[src/rtl/adc_oversampler.sv]
// adc_oversampler: paces SAR ADC conversions, captures each code a fixed
// delay after its start pulse, averages 2^OSR_LOG2 codes per result and
// presents results on a valid/ready port with a sticky overrun flag.
// Ports:
//   clk, reset_n          rising-edge clock, async active-low reset
//   enable                run conversions (0 aborts and idles)
//   adc_start             one-cycle start pulse to the ADC
//   adc_d                 ADC conversion code
//   out_data, out_valid   averaged result and its valid flag
//   out_ready             consumer accepts on out_valid && out_ready
//   overrun               sticky: a result was dropped while out_valid was high
module adc_oversampler #(
    parameter int ADC_W         = 10,
    parameter int CONV_CYCLES   = 12,
    parameter int SAMPLE_PERIOD = 32,
    parameter int OSR_LOG2      = 2
) (
    input  logic             clk,
    input  logic             reset_n,
    input  logic             enable,
    output logic             adc_start,
    input  logic [ADC_W-1:0] adc_d,
    output logic [ADC_W-1:0] out_data,
    output logic             out_valid,
    input  logic             out_ready,
    output logic             overrun
);

    localparam int ACC_W = ADC_W + OSR_LOG2;
    localparam int CNT_W = (SAMPLE_PERIOD > 1) ? $clog2(SAMPLE_PERIOD) : 1;
    localparam int SC_W  = (OSR_LOG2 > 0) ? OSR_LOG2 : 1;

    localparam logic [CNT_W-1:0] CAP_AT   = CNT_W'(CONV_CYCLES);
    localparam logic [CNT_W-1:0] LAST_CNT = CNT_W'(SAMPLE_PERIOD - 1);
    localparam logic [SC_W-1:0]  LAST_SMP = SC_W'((1 << OSR_LOG2) - 1);

    typedef enum logic [1:0] {
        IDLE,
        CONV,
        WAIT
    } state_t;

    state_t           state_q;
    state_t           state_d;
    logic [CNT_W-1:0] cnt_q;
    logic [ACC_W-1:0] acc_q;
    logic [SC_W-1:0]  smp_q;
    logic             capture;
    logic             last;
    logic [ACC_W-1:0] sum;
    logic [ADC_W-1:0] result;

    // Accumulator is wide enough for 2^OSR_LOG2 full-scale codes.
    assign sum    = acc_q + ACC_W'(adc_d);
    assign result = ADC_W'(sum >> OSR_LOG2);
    // With OSR_LOG2 = 0 the sample count stays 0, so every capture is last.
    assign last   = capture && (smp_q == LAST_SMP);

    always_comb begin
        state_d   = state_q;
        capture   = 1'b0;
        adc_start = 1'b0;
        unique case (state_q)
            IDLE: begin
                if (enable) state_d = CONV;
            end
            CONV: begin
                adc_start = (cnt_q == '0);
                if (!enable) begin
                    state_d = IDLE;
                end else if (cnt_q == CAP_AT) begin
                    state_d = WAIT;
                    capture = 1'b1;
                end
            end
            WAIT: begin
                if (!enable) begin
                    state_d = IDLE;
                end else if (cnt_q == LAST_CNT) begin
                    state_d = CONV;
                end
            end
            default: state_d = IDLE;
        endcase
    end

    always_ff @(posedge clk or negedge reset_n) begin
        if (!reset_n) state_q <= IDLE;
        else          state_q <= state_d;
    end

    // Period counter starts at 0 on the start-pulse cycle and wraps every
    // SAMPLE_PERIOD cycles, so starts stay exactly one period apart.
    always_ff @(posedge clk or negedge reset_n) begin
        if (!reset_n) begin
            cnt_q <= '0;
            acc_q <= '0;
            smp_q <= '0;
        end else begin
            if (state_q == IDLE || state_d == IDLE) begin
                cnt_q <= '0;
            end else if (cnt_q == LAST_CNT) begin
                cnt_q <= '0;
            end else begin
                cnt_q <= cnt_q + 1'b1;
            end

            if (state_d == IDLE) begin
                acc_q <= '0;
                smp_q <= '0;
            end else if (last) begin
                acc_q <= '0;
                smp_q <= '0;
            end else if (capture) begin
                acc_q <= sum;
                smp_q <= smp_q + 1'b1;
            end
        end
    end

    // A new result may load on the same edge the old one is handshaken.
    always_ff @(posedge clk or negedge reset_n) begin
        if (!reset_n) begin
            out_data  <= '0;
            out_valid <= 1'b0;
            overrun   <= 1'b0;
        end else begin
            if (last) begin
                if (!out_valid || out_ready) begin
                    out_data  <= result;
                    out_valid <= 1'b1;
                end else begin
                    overrun <= 1'b1;
                end
            end else if (out_ready) begin
                out_valid <= 1'b0;
            end

            if (state_q == IDLE && !enable) overrun <= 1'b0;
        end
    end

endmodule

[config.mk]
export PLATFORM = sky130hd
export DESIGN_NAME = adc_oversampler
export DESIGN_NICKNAME = d
export VERILOG_FILES = /design/src/rtl/adc_oversampler.sv
export SDC_FILE = /design/constraint.sdc
export NUM_CORES = 1
export LEC_CHECK = 0
export ABC_AREA = 1
export BUFFER_PORTS_ARGS = -buffer_cell sky130_fd_sc_hd__buf_4
export CAP_MARGIN = 5
export CORE_ASPECT_RATIO = 0.9
export CORE_MARGIN = 2
export CORE_UTILIZATION = 55
export DETAILED_ROUTE_END_ITERATION = 8
export GPL_TIMING_DRIVEN = 0
export HOLD_SLACK_MARGIN = 0.02
export MAX_ROUTING_LAYER = met4
export PLACE_DENSITY_LB_ADDON = 0.1
export SYNTH_ARGS = -nofsm -noshare
export SYNTH_HDL_FRONTEND = slang
export SYNTH_SLANG_ARGS = --single-unit
[constraint.sdc]
create_clock -name clk -period 1.9 [get_ports clk]
set_input_delay 0.285 -clock clk [delete_from_list [all_inputs] [get_ports clk]]
set_output_delay 0.285 -clock clk [all_outputs]
set_load 0.01 [all_outputs]
==> results.cfg <==
[setup_path]
crit_slowest_cell = dfrtp_1
reg2regPathDepth = 9
crit_fanout = 3
r2r_start = acc_q[0]$_DFFE_PN0P_
end_kind = flop
worstSetupStartpointType = flop
reg2reg_slack_ns = 0.15
max_stage_delay_ns = 0.38
path_class = reg2reg
path_common_cell = nor2_1
arrival_ns = 1.92
r2r_end = out_data[4]$_DFFE_PN0P_
critical_path.endpoint = out_data[4]$_DFFE_PN0P_
crit_path_start = acc_q[0]$_DFFE_PN0P_
cp.required_ns = 2.07
crit_chain = ha_1 > inv_1 > fa_2 > nor2_1 > nor2_1 > o21ai_1 > or2_2 > nand3_1 > nand2_1

[synthesis]
ys_seq_area_frac = 0.406
synth_top_area_frac = 0.406
synth_seq_cells = 33
synthTopCellsByArea = dfrtp_1, nand2_1, ha_1
yosys_warnings = 0
synth_cell_types = 26
synthesis.area_um2 = 2030
syn_nets = 295
avgSynthCellArea_um2 = 7.64
yosysTopAreaCell = dfrtp_1
synth_cells = 266

[timing]
slew_viol_final = 0
fin_crit_ns = 1.75
fmax_mhz = 571
hold_viol = 0
rsz0062_at_grt = false
clock_skew_ns = 0.00746
worst_pin_slew_ns = 0.463
slew_headroom = 0.688
setup_viol = 0
tns_ns = 0
period_share = 0.921

[clock_network]
cts_tree = yes
numCtsBuffers = 5
clk_latency_ns = 0.28
cts_root_buf = clkbuf_8
h-tree-depth = 2
path_clk_slew_ns = 0.07
postCtsSetupRepairBufs = 0
clockBufferDepth = 2
clkSinkCount = 33

[power_and_ir_drop]
p_switching_mw = 0.337
vdd_ir_drop_max_uv = 576
p_per_area_nw_per_um2 = 570
seqPwrFrac = 0.527
p_sw_frac = 0.249
clkPwrFrac = 0.373
p_leak_nw = 1.40
pwr-share-comb = 0.099
p_int_mw = 1.02

[finish]
layout_commonest_cell = nand2_1
antenna_cells = 0
area_growth_pct = 17.0
fin_nets = 329
utilization = 0.688
stdcell_count = 345
final_cell_mix = nand2_1, inv_1, dfrtp_1, buf_4, nor2_1
drive_above_1_share = 0.166

[drt]
drt_wl_total_um = 4060
vias = 1726
antenna_left = 0
post_drt_wl_per_cell_um = 11.8
firstDrtPassIters = 4
drc = 0
drt_iter0_drc = 115
via_per_inst = 5.00

[floorplan]
die-area_um2 = 4200
rows = 20
io_pins = 27
start_util = 0.588
core_area_um2 = 3450
dieHeight_um = 61.7
die_w_um = 68.1

[place]
portBuffers = 26
dpl.cell_count = 336
dpl.hpwl_um = 3070
gp_congestion = 0.854

[grt]
grt_usage = 0.231
grt_pass1_vias = 1540
grt_first_pass_wirelength_um = 6870
grt_max_degree = 34
grt_overflow = 0
antenna_found_initial = 0

[worst_hold_path]
hold_path_class = in2reg

[job]
maxCapViolCount = 0

[run_status]
run_status = completed
## registers in the layout, summed over array words and instances (netlist names)
name       cells
acc_q         12
cnt_q          5
out_data      10
out_valid      1
overrun        1
smp_q          2
state_q        2
## layout make-up
class | count | area (um2)
clock inverter | 2 | 10.0
sequential | 33 | 826
fill | 304 | 1080
tap | 44 | 55.1
inverter | 39 | 151
timing repair buffer | 27 | 205
multi-input combinational | 191 | 1030
clock buffer | 6 | 72.6
buffer | 3 | 30.0
## timing repair
action	4_1_cts	5_1_grt
hold endpoints to repair	33	0
endpoints found under the setup margin	0	3
hold buffers	1	0
resized for setup	0	1
## power by group through the flow
stage | Sequential [mW] | Combinational (mW) | Clock, mW
final | 0.714 | 0.134 | 0.506
after global routing | 0.715 | 0.154 | 0.550
after CTS | 0.714 | 0.135 | 0.517
after detailed placement | 0.728 | 0.133 | 0
after global placement | 0.727 | 0.131 | 0
after floorplan | 0.726 | 0.0759 | 0
## cells in the mapped netlist
cell	number
a21boi_0	1
a21oi_1	4
a22o_1	3
buf_4	1
buf_6	2
clkinv_4	1
dfrtp_1	33
fa_1	1
ha_1	14
inv_1	35
inv_2	3
nand2_1	100
nand2_4	2
nand3_1	18
nand3b_1	2
nand4_1	3
nand4_2	1
nor2_1	21
nor2_4	4
nor4_1	1
o21ai_0	5
o21ai_1	1
o31ai_1	1
or2_2	2
xnor2_1	3
xor2_1	4
## routing by layer
metal | routed length, um | GRT usage | up-vias | part of all wire
met3 | 196 | 0.0548 | 7 | 0.048
li1 | - | - | 895 | -
met1 | 2030 | 0.325 | 789 | 0.50
met4 | 56 | 0.0829 | 0 | 0.014
met2 | 1770 | 0.323 | 35 | 0.44
met5 | 0 | - | - | 0
## through the flow
step,power [mW],hold WS (ns),cell area (um2),setup WS (ns)
final,1.35,0.268,2380,0.150
after detailed placement,0.861,0.250,2280,0.108
after global placement,0.858,0.249,2280,0.0935
after CTS,1.37,0.267,2370,0.137
after global routing,1.42,0.306,2380,0.0106
after floorplan,0.802,-0.0106,2030,0.302
## logic make-up (layout without fill, tap and decap cells)
logic type | after synthesis | in the layout | share of synthesized area
flops | 33 | 33 | 0.406
compound gates | 15 | 15 | 0.0450
fa+ha+maj | 15 | 15 | 0.0961
xor+xnor | 7 | 7 | 0.0302
buf+inv | 42 | 77 | 0.0893
simple gates | 154 | 154 | 0.333
## how the worst min path moves through the flow
stage	endpoint	cells past startpoint	startpoint
after floorplan	acc_q[0]$_DFFE_PN0P_	0	reset_n
after global placement	out_data[2]$_DFFE_PN0P_	1	reset_n
after detailed placement	out_data[2]$_DFFE_PN0P_	1	reset_n
after CTS	overrun$_DFFE_PN0P_	3	enable
after global routing	overrun$_DFFE_PN0P_	3	enable
final	overrun$_DFFE_PN0P_	3	enable
## worst max-delay path: cells and delay by family (launching register included)
family | cells | cell delay, ns
flops | 1 | 0.38
fa+ha+maj | 2 | 0.44
buf+inv | 1 | 0.08
simple gates | 5 | 0.64
compound gates | 1 | 0.09
(Power assumes the default switching activity.)
